## src/rtl/accel_tilt_filter.sv

```systemverilog
// accel_tilt_filter: 8-sample moving average of raw accelerometer Y samples,
// quantised to a debounced 4-bit steering code plus a 32-bit register word.
//
// Ports:
//   i_clock        system clock, rising edge
//   i_reset_n      asynchronous active-low reset
//   i_sample_valid i_sample_data carries a new sample this cycle
//   i_sample_data  signed 12-bit Y-axis sample
//   o_tilt_code    debounced code: 0 full left, 8 centre, 15 full right
//   o_avg_out      signed moving average behind the last candidate
//   o_accel_word   {16'h0, o_avg_out, o_tilt_code}
//   o_code_valid   pulse: a candidate was evaluated
//   o_code_changed pulse with o_code_valid when o_tilt_code changed
module accel_tilt_filter #(
    parameter int AVG_LOG2 = 3,
    parameter int DEADZONE = 64,
    parameter int HOLD     = 2
) (
    input  logic        i_clock,
    input  logic        i_reset_n,
    input  logic        i_sample_valid,
    input  logic [11:0] i_sample_data,
    output logic [3:0]  o_tilt_code,
    output logic [11:0] o_avg_out,
    output logic [31:0] o_accel_word,
    output logic        o_code_valid,
    output logic        o_code_changed
);

    localparam int DEPTH = 1 << AVG_LOG2;
    localparam int SW    = 12 + AVG_LOG2;
    localparam int RW    = $clog2(HOLD + 1);

    localparam logic signed [11:0] DZ_P = 12'(DEADZONE);
    localparam logic signed [11:0] DZ_N = 12'(-DEADZONE);

    typedef enum logic {
        S_FILL,
        S_RUN
    } state_t;

    state_t r_state;
    state_t w_state_nxt;

    logic [11:0]          r_buf [DEPTH];
    logic [AVG_LOG2-1:0]  r_wptr;
    logic [AVG_LOG2-1:0]  r_fill;
    logic signed [SW-1:0] r_sum;
    logic signed [SW-1:0] w_sum_nxt;
    logic signed [SW-1:0] w_new;
    logic signed [SW-1:0] w_old;
    logic                 w_eval;
    logic                 r_eval;

    logic signed [11:0]   w_avg;
    logic                 w_dead;
    logic [3:0]           w_cand;
    logic [RW-1:0]        w_run_nxt;
    logic                 w_change;

    logic [3:0]           r_last;
    logic [RW-1:0]        r_run;
    logic [3:0]           r_tilt;
    logic [11:0]          r_avg;
    logic                 r_valid;
    logic                 r_changed;

    // ---------------- stage 1: window and running sum ----------------

    assign w_new = {{AVG_LOG2{i_sample_data[11]}}, i_sample_data};
    assign w_old = {{AVG_LOG2{r_buf[r_wptr][11]}}, r_buf[r_wptr]};

    always_comb begin
        w_state_nxt = r_state;
        w_sum_nxt   = r_sum;
        w_eval      = 1'b0;
        if (i_sample_valid) begin
            unique case (r_state)
                S_FILL: begin
                    // Oldest slot is stale during fill; never subtract it.
                    w_sum_nxt = r_sum + w_new;
                    if (r_fill == AVG_LOG2'(DEPTH - 1)) begin
                        w_state_nxt = S_RUN;
                        w_eval      = 1'b1;
                    end
                end
                S_RUN: begin
                    w_sum_nxt = r_sum + w_new - w_old;
                    w_eval    = 1'b1;
                end
                default: ;
            endcase
        end
    end

    always_ff @(posedge i_clock or negedge i_reset_n) begin
        if (!i_reset_n) begin
            r_state <= S_FILL;
            r_wptr  <= '0;
            r_fill  <= '0;
            r_sum   <= '0;
            r_eval  <= 1'b0;
        end else begin
            r_state <= w_state_nxt;
            r_sum   <= w_sum_nxt;
            r_eval  <= w_eval;
            if (i_sample_valid) begin
                r_wptr <= r_wptr + 1'b1;
                if (r_state == S_FILL) begin
                    r_fill <= r_fill + 1'b1;
                end
            end
        end
    end

    // Sample storage is deliberately not reset.
    always_ff @(posedge i_clock) begin
        if (i_sample_valid) begin
            r_buf[r_wptr] <= i_sample_data;
        end
    end

    // ---------------- stage 2: quantise and debounce ----------------

    // Arithmetic shift of the sum; the result always fits in 12 bits.
    assign w_avg  = r_sum[SW-1:AVG_LOG2];
    assign w_dead = (w_avg < DZ_P) && (w_avg > DZ_N);

    // (avg >>> 8) + 8 in 4 bits is avg[11:8] with the sign bit flipped.
    assign w_cand = w_dead ? 4'd8 : {~w_avg[11], w_avg[10:8]};

    always_comb begin
        w_run_nxt = r_run;
        if (w_cand != r_last) begin
            w_run_nxt = RW'(1);
        end else if (r_run != RW'(HOLD)) begin
            w_run_nxt = r_run + 1'b1;
        end
    end

    assign w_change = (w_run_nxt == RW'(HOLD)) && (w_cand != r_tilt);

    always_ff @(posedge i_clock or negedge i_reset_n) begin
        if (!i_reset_n) begin
            r_last    <= 4'd8;
            r_run     <= '0;
            r_tilt    <= 4'd8;
            r_avg     <= '0;
            r_valid   <= 1'b0;
            r_changed <= 1'b0;
        end else begin
            r_valid   <= r_eval;
            r_changed <= r_eval && w_change;
            if (r_eval) begin
                r_avg  <= w_avg;
                r_last <= w_cand;
                r_run  <= w_run_nxt;
                if (w_change) begin
                    r_tilt <= w_cand;
                end
            end
        end
    end

    assign o_tilt_code    = r_tilt;
    assign o_avg_out      = r_avg;
    assign o_accel_word   = {16'h0, r_avg, r_tilt};
    assign o_code_valid   = r_valid;
    assign o_code_changed = r_changed;

endmodule
```

## config.mk

```make
export PLATFORM = sky130hd
export DESIGN_NAME = accel_tilt_filter
export DESIGN_NICKNAME = d
export VERILOG_FILES = /design/src/rtl/accel_tilt_filter.sv
export SDC_FILE = /design/constraint.sdc
export NUM_CORES = 1
export LEC_CHECK = 0
export CAP_MARGIN = 20
export CORE_MARGIN = 1.5
export CORE_UTILIZATION = 50
export CTS_BUF_LIST = sky130_fd_sc_hd__clkbuf_8 sky130_fd_sc_hd__clkbuf_16
export DETAILED_ROUTE_END_ITERATION = 7
export GPL_ROUTABILITY_DRIVEN = 0
export PLACE_DENSITY = 0.72
export SLEW_MARGIN = 20
export SYNTH_ARGS = -nofsm -noshare
export SYNTH_HDL_FRONTEND = slang
export SYNTH_SLANG_ARGS = --single-unit
```

## constraint.sdc

```tcl
create_clock -name i_clock -period 8.8 [get_ports i_clock]
set_clock_uncertainty 0.15 [all_clocks]
set_input_delay 1.32 -clock i_clock [delete_from_list [all_inputs] [get_ports i_clock]]
set_output_delay 1.32 -clock i_clock [all_outputs]
set_load 0.05 [all_outputs]
```

==> results of run 1 <==
placed cells by master, fill, tap and decap left out, drive strengths merged, types with 7 or more instances in the layout:
cell type,count
nor2,39
mux4,24
buf,12
clkdlybuf4s50,47
mux2i,15
inv,20
xnor2,21
mux2,24
nand2,22
ha,30
clkbuf,18
dfrtp,45
conb,16
nor3,14
a21oi,28
clkinv,7
edfxtp,96
a31oi,8
nor2b,9
nand3,8
o21a,7
o21ai,14
kinds of logic after synthesis:
logic type | count (synthesis) | share of synthesized area (%)
buffers and inverters | 70 | 5.30
other | 1 | 0.0508
DFF | 143 | 55.0
muxes | 63 | 13.5
xor gates and xnor gates | 26 | 3.27
and+or+nand+nor | 118 | 7.98
AOI/OAI and AO/OA | 94 | 9.30
adders and majority gates | 32 | 5.62
area by class of cell:
| class | count | share of cell area (%) |
|---|---|---|
| inverters | 18 | 0.794 |
| clock buffers | 18 | 5.16 |
| repair buffers | 59 | 6.59 |
| clock inverters | 14 | 1.81 |
| flip-flops and latches | 143 | 47.7 |
| well taps | 184 | 2.71 |
| multi-input cells | 349 | 35.2 |
sequential cells by signal, indices dropped and copies added, names as in the netlist:
| signal | cells |
|---|---|
| r_buf | 96 |
| o_code_valid | 1 |
| r_state | 1 |
| r_run | 2 |
| r_last | 4 |
| r_wptr | 3 |
| r_fill | 3 |
| o_code_changed | 1 |
| r_sum | 15 |
| r_eval | 1 |
| o_tilt_code | 4 |
| o_avg_out | 12 |
path summary, 6_finish.rpt:
check	cells past startpoint	to	start
max in group asynchronous	1	r_last[0]$_DFFE_PN0P_	i_reset_n
hold reg to reg	1	r_fill[0]$_DFFE_PN0P_	r_fill[0]$_DFFE_PN0P_
hold / removal	1	r_fill[0]$_DFFE_PN0P_	r_fill[0]$_DFFE_PN0P_
setup / recovery	18	r_sum[14]$_DFFE_PN0P_	i_sample_data[0]
min in group asynchronous	1	o_avg_out[2]$_DFFE_PN0P_	i_reset_n
setup reg to reg	15	r_sum[14]$_DFFE_PN0P_	r_wptr[0]$_DFFE_PN0P_
metal layers:
metal / track usage, % / part of all wire [%]
met1: 25.6 / 44
met2: 32.9 / 50
met3: 4.12 / 4.8
met4: 7.98 / 1.6
met5: 0 / 0
worst max-delay path, stage by stage:
cell and delay [ns]:
clkdlybuf4s50_1 0.64, ha_1 0.27, inv_1 0.07, fa_1 0.40
nor2b_1 0.15, o31a_1 0.25, o31ai_4 0.10, a21oi_1 0.20
nor2_1 0.07, a211o_1 0.30, xnor2_1 0.21, ha_1 0.32
a21o_1 0.19, a21oi_1 0.30, a21oi_1 0.12, o2111a_1 0.28
o21ai_1 0.17, xnor2_1 0.14
through the flow:
stage	setup WS (ns)	hold slack, ns	util (%)	instances
final	3.50	0.337	58.8	785
after global routing	3.14	0.355	58.8	785
after CTS	3.51	0.344	58.7	785
after detailed placement	3.11	0.332	54.6	753
after global placement	3.27	0.320	54.6	753
after floorplan	4.20	0.267	-	562
==> results.py, run 1 <==
metrics = {
    "floorplanning": {
        "core_area_sq_mm": 0.0145,
        "fp.dieH_um": 125,
        "rows": 44,
        "dieArea_sq_mm": 0.0155,
        "io_pins": 65,
        "die_w_um": 125,
        "initial_utilization_pct": 51.0,
    },
    "setup_path": {
        "worstPathRequired_ns": 8.99,
        "r2r_slack_ns": 4.19,
        "start_kind": "input port",
        "arrival_ns": 5.49,
        "end_kind": "register",
        "cp_max_fo": 9,
        "path_class": "input port to register",
    },
    "sta": {
        "setup-violations-final": 0,
        "timing.final.crit_share_pct": 60.3,
        "maxSlewHeadroom_pct": 26.0,
        "period_needed_ns": 5.30,
        "max_freq_mhz": 189,
        "slew_violations": 0,
        "tightestPinTransition_ns": 1.11,
        "finalSetupTns_ns": 0,
        "rsz0062_at_grt": "no",
        "hold_viol_final": 0,
    },
    "cts": {
        "cts_resized": 0,
        "holdBufCountCts": 0,
        "cts_sinks": 143,
        "cts_tree": "done",
        "clk_latency_ns": 0.42,
        "cts_root_buffer": "clkbuf_16",
        "cts_htree_levels": 4,
        "cts_setup_buffers": 0,
        "clk_pin_slew_ns": 0.06,
        "cts.path.max_buffers": 2,
        "cts_buffers": 17,
    },
    "cells_and_area": {
        "diodes": 0,
        "fin_area_sq_mm": 0.00851,
        "seq_area_sq_mm": 0.00406,
        "nNetsFinal": 635,
        "drive_above_1_share_pct": 15.8,
        "syn_to_final_growth_pct": 15.2,
        "multi_input_area_sq_mm": 0.00299,
        "fillers": 1116,
    },
    "synthesis": {
        "postSynthAreaPerCell_sq_um": 13.5,
        "yosysWarnings": 0,
        "syn_area_sq_mm": 0.00739,
        "yosys-top-cells-area": "edfxtp_1, dfrtp_1, mux4_2, ha_1, mux2_2",
        "synth_commonest_cells": "edfxtp_1, dfrtp_1, nor2_1",
        "yosys_most_used_dff": "edfxtp_1",
        "synth_top_area_cell": "edfxtp_1",
        "synth_top_area_share_pct": 39.0,
        "syn-instance-count": 547,
        "async_flop_share_pct": 32.9,
        "synth_seq_cells": 143,
        "synth_most_common_cell": "edfxtp_1",
        "yosysSeqAreaShare_pct": 55.0,
        "synth_edf_count": 96,
        "yosysUniqueCellTypes": 71,
    },
    "drt": {
        "wl_per_cell_um": 18.6,
        "drc": 0,
        "drtIter0Drc": 269,
        "first_pass_iters": 5,
        "dr_total_vias": 4569,
        "detail-route-antenna-nets": 0,
        "wirelength_um": 14600,
        "vias_per_cell": 5.82,
    },
    "outcome": {
        "status": "complete, no violations",
    },
    "placed_design": {
        "portBuffers": 48,
        "dpl-instance-area_sq_mm": 0.00791,
        "dp_hpwl_um": 9950,
    },
    "global_routing": {
        "grt_pass1_vias": 4599,
        "globalRouteOverflowTotal": 0,
        "antenna_found_initial": 0,
        "gr-usage-all-layers_pct": 19.8,
        "grt_max_degree": 48,
        "grt_pass1_wl_um": 23800,
    },
    "hold_path": {
        "hp-class": "register to register",
    },
    "flow_run": {
        "maxCapViolations": 0,
    },
}
Power of run 1 is left out: the tool's default activity adds up to more than one toggle a clock period on the data nets, which glitch-free logic cannot reach.
==> inputs of run 2 (changes only) <==
- PLACE_DENSITY: 0.72 -> 0.74
- clock period: 8.8 -> 4.8 ns (I/O delays scaled with it)
==> results.py, run 2 (synthesis results as in run 1) <==
metrics = {
    "cts": {
        "cts_htree_levels": 4,
        "cts.path.max_buffers": 2,
        "clk_pin_slew_ns": 0.07,
        "holdBufCountCts": 0,
        "cts_root_buffer": "clkbuf_16",
        "clk_latency_ns": 0.42,
        "cts_sinks": 143,
        "cts_tree": "done",
        "cts_buffers": 17,
    },
    "sta": {
        "timing.final.crit_share_pct": 94.0,
        "maxSlewHeadroom_pct": 42.5,
        "setup-violations-final": 0,
        "slew_violations": 0,
        "rsz0062_at_grt": "no",
        "tightestPinTransition_ns": 0.856,
        "period_needed_ns": 4.51,
        "hold_viol_final": 0,
        "worst_slack_ns": 0.286,
        "max_freq_mhz": 222,
    },
    "cells_and_area": {
        "syn_to_final_growth_pct": 17.4,
        "largest_reg_flops": 96,
        "mostFrequentLayoutCells": "edfxtp_1, clkdlybuf4s50_1, dfrtp_1, nor2_1",
        "fillers": 1059,
        "regMostFlops": "r_buf",
        "diodes": 0,
        "drive_above_1_share_pct": 18.4,
        "nNetsFinal": 653,
        "final_common_cell": "edfxtp_1",
    },
    "global_routing": {
        "grt_pass1_wl_um": 23900,
        "globalRouteOverflowTotal": 0,
        "grt_max_degree": 48,
        "grt_pass1_vias": 4569,
        "gr-usage-all-layers_pct": 19.9,
        "antenna_found_initial": 0,
    },
    "floorplanning": {
        "rows": 44,
        "fp.dieH_um": 125,
        "io_pins": 65,
        "die_w_um": 125,
        "dieArea_sq_mm": 0.0155,
        "initial_utilization_pct": 51.0,
        "core_area_sq_mm": 0.0145,
    },
    "setup_path": {
        "crit_path_top_delay_cell": "clkdlybuf4s50_1",
        "worstPathRequired_ns": 4.99,
        "cp_max_fo": 10,
        "path_common_cell": "a21o_1",
        "cp_cell_sequence": "clkdlybuf4s50_1, inv_1, fa_1, nor2b_1, o31a_1, a21oi_1, ha_1, a21o_1, o31ai_1, a31oi_1, a21o_1, a211o_1, o211ai_1, mux2_1, a32oi_1",
        "arrival_ns": 4.71,
        "crit_buf_inv": 2,
        "cpPeakStageDelay_ns": 0.71,
        "path_class": "input port to register",
        "crit_family": "compound AO/OA/AOI/OAI gates",
        "start_kind": "input port",
        "end_kind": "register",
    },
    "drt": {
        "first_pass_iters": 5,
        "dr_total_vias": 4594,
        "drc": 0,
        "vias_per_cell": 5.72,
        "detail-route-antenna-nets": 0,
        "drtIter0Drc": 374,
        "wl_per_cell_um": 18.2,
        "wirelength_um": 14600,
    },
    "outcome": {
        "status": "complete, no violations",
    },
    "placed_design": {
        "place_ws_ns": -0.214,
        "dp_hpwl_um": 10100,
        "portBuffers": 48,
    },
    "hold_path": {
        "hp-class": "input port to async pin",
    },
    "flow_run": {
        "maxCapViolations": 0,
    },
}
==> run 2: worst register-to-register path, stage by stage (launching register included) <==
cell	delay (ns)
dfrtp_1	0.59
buf_4	0.46
mux4_2	0.60
mux2i_1	0.29
ha_1	0.22
nor2b_1	0.14
o21ai_0	0.11
a21boi_0	0.35
o22ai_2	0.17
a311oi_2	0.41
o211ai_2	0.19
a21bo_1	0.21
a32oi_1	0.20
o21ai_1	0.11
xnor2_1	0.14
==> run 2: stage by stage <==
| stage | instance area [sq um] | utilization [%] | instances | TNS, ns | hold slack (ns) |
|---|---|---|---|---|---|
| 5_1_grt | 8670 | 59.9 | 803 | 0 | 0.195 |
| 3_5_place_dp | 8040 | 55.5 | 771 | -0.395 | 0.351 |
| 6_report | 8670 | 59.9 | 803 | 0 | 0.146 |
| 2_1_floorplan | 7440 | - | 562 | 0 | 0.267 |
| 4_1_cts | 8660 | 59.8 | 803 | 0 | 0.357 |
| 3_3_place_gp | 8040 | 55.5 | 771 | -0.0334 | 0.318 |
==> run 2: worst paths after layout <==
kind	end	startpoint	slack, ns	cells after the start
max in group asynchronous	o_avg_out[11]$_DFFE_PN0P_	i_reset_n	3.94	1
max reg2reg	r_sum[14]$_DFFE_PN0P_	r_wptr[0]$_DFFE_PN0P_	0.34	14
min	o_avg_out[1]$_DFFE_PN0P_	i_reset_n	0.15	1
max	r_sum[11]$_DFFE_PN0P_	i_sample_data[1]	0.29	15
min in group i_clock	r_fill[0]$_DFFE_PN0P_	r_fill[0]$_DFFE_PN0P_	0.35	1
min reg2reg	r_fill[0]$_DFFE_PN0P_	r_fill[0]$_DFFE_PN0P_	0.35	1
==> run 2: per-layer routing <==
metal,track usage (%),vias to the layer above,routed length [um]
met5,0,-,0
met4,7.37,0,215
met3,4.64,19,772
met2,31.2,158,6970
met1,27.4,2271,6660
li1,-,2146,-
==> run 2: what timing repair did <==
item	in CTS	in global routing
setup buffers	0	0
gates resized for setup	0	2
setup endpoints to repair	0	2
endpoints found under the hold margin	0	0
==> run 2: final cells by class <==
class                           count  area (sq um)  area share, %
Sequential cell                   143          4060           46.9
Multi-Input combinational cell    349          2990           34.5
Timing Repair Buffer               77           698           8.05
Clock buffer                       17           425           4.91
Tap cell                          184           230           2.66
Clock inverter                     15           196           2.27
Inverter                           18          67.6          0.779
Power of run 2 is left out for the same reason.
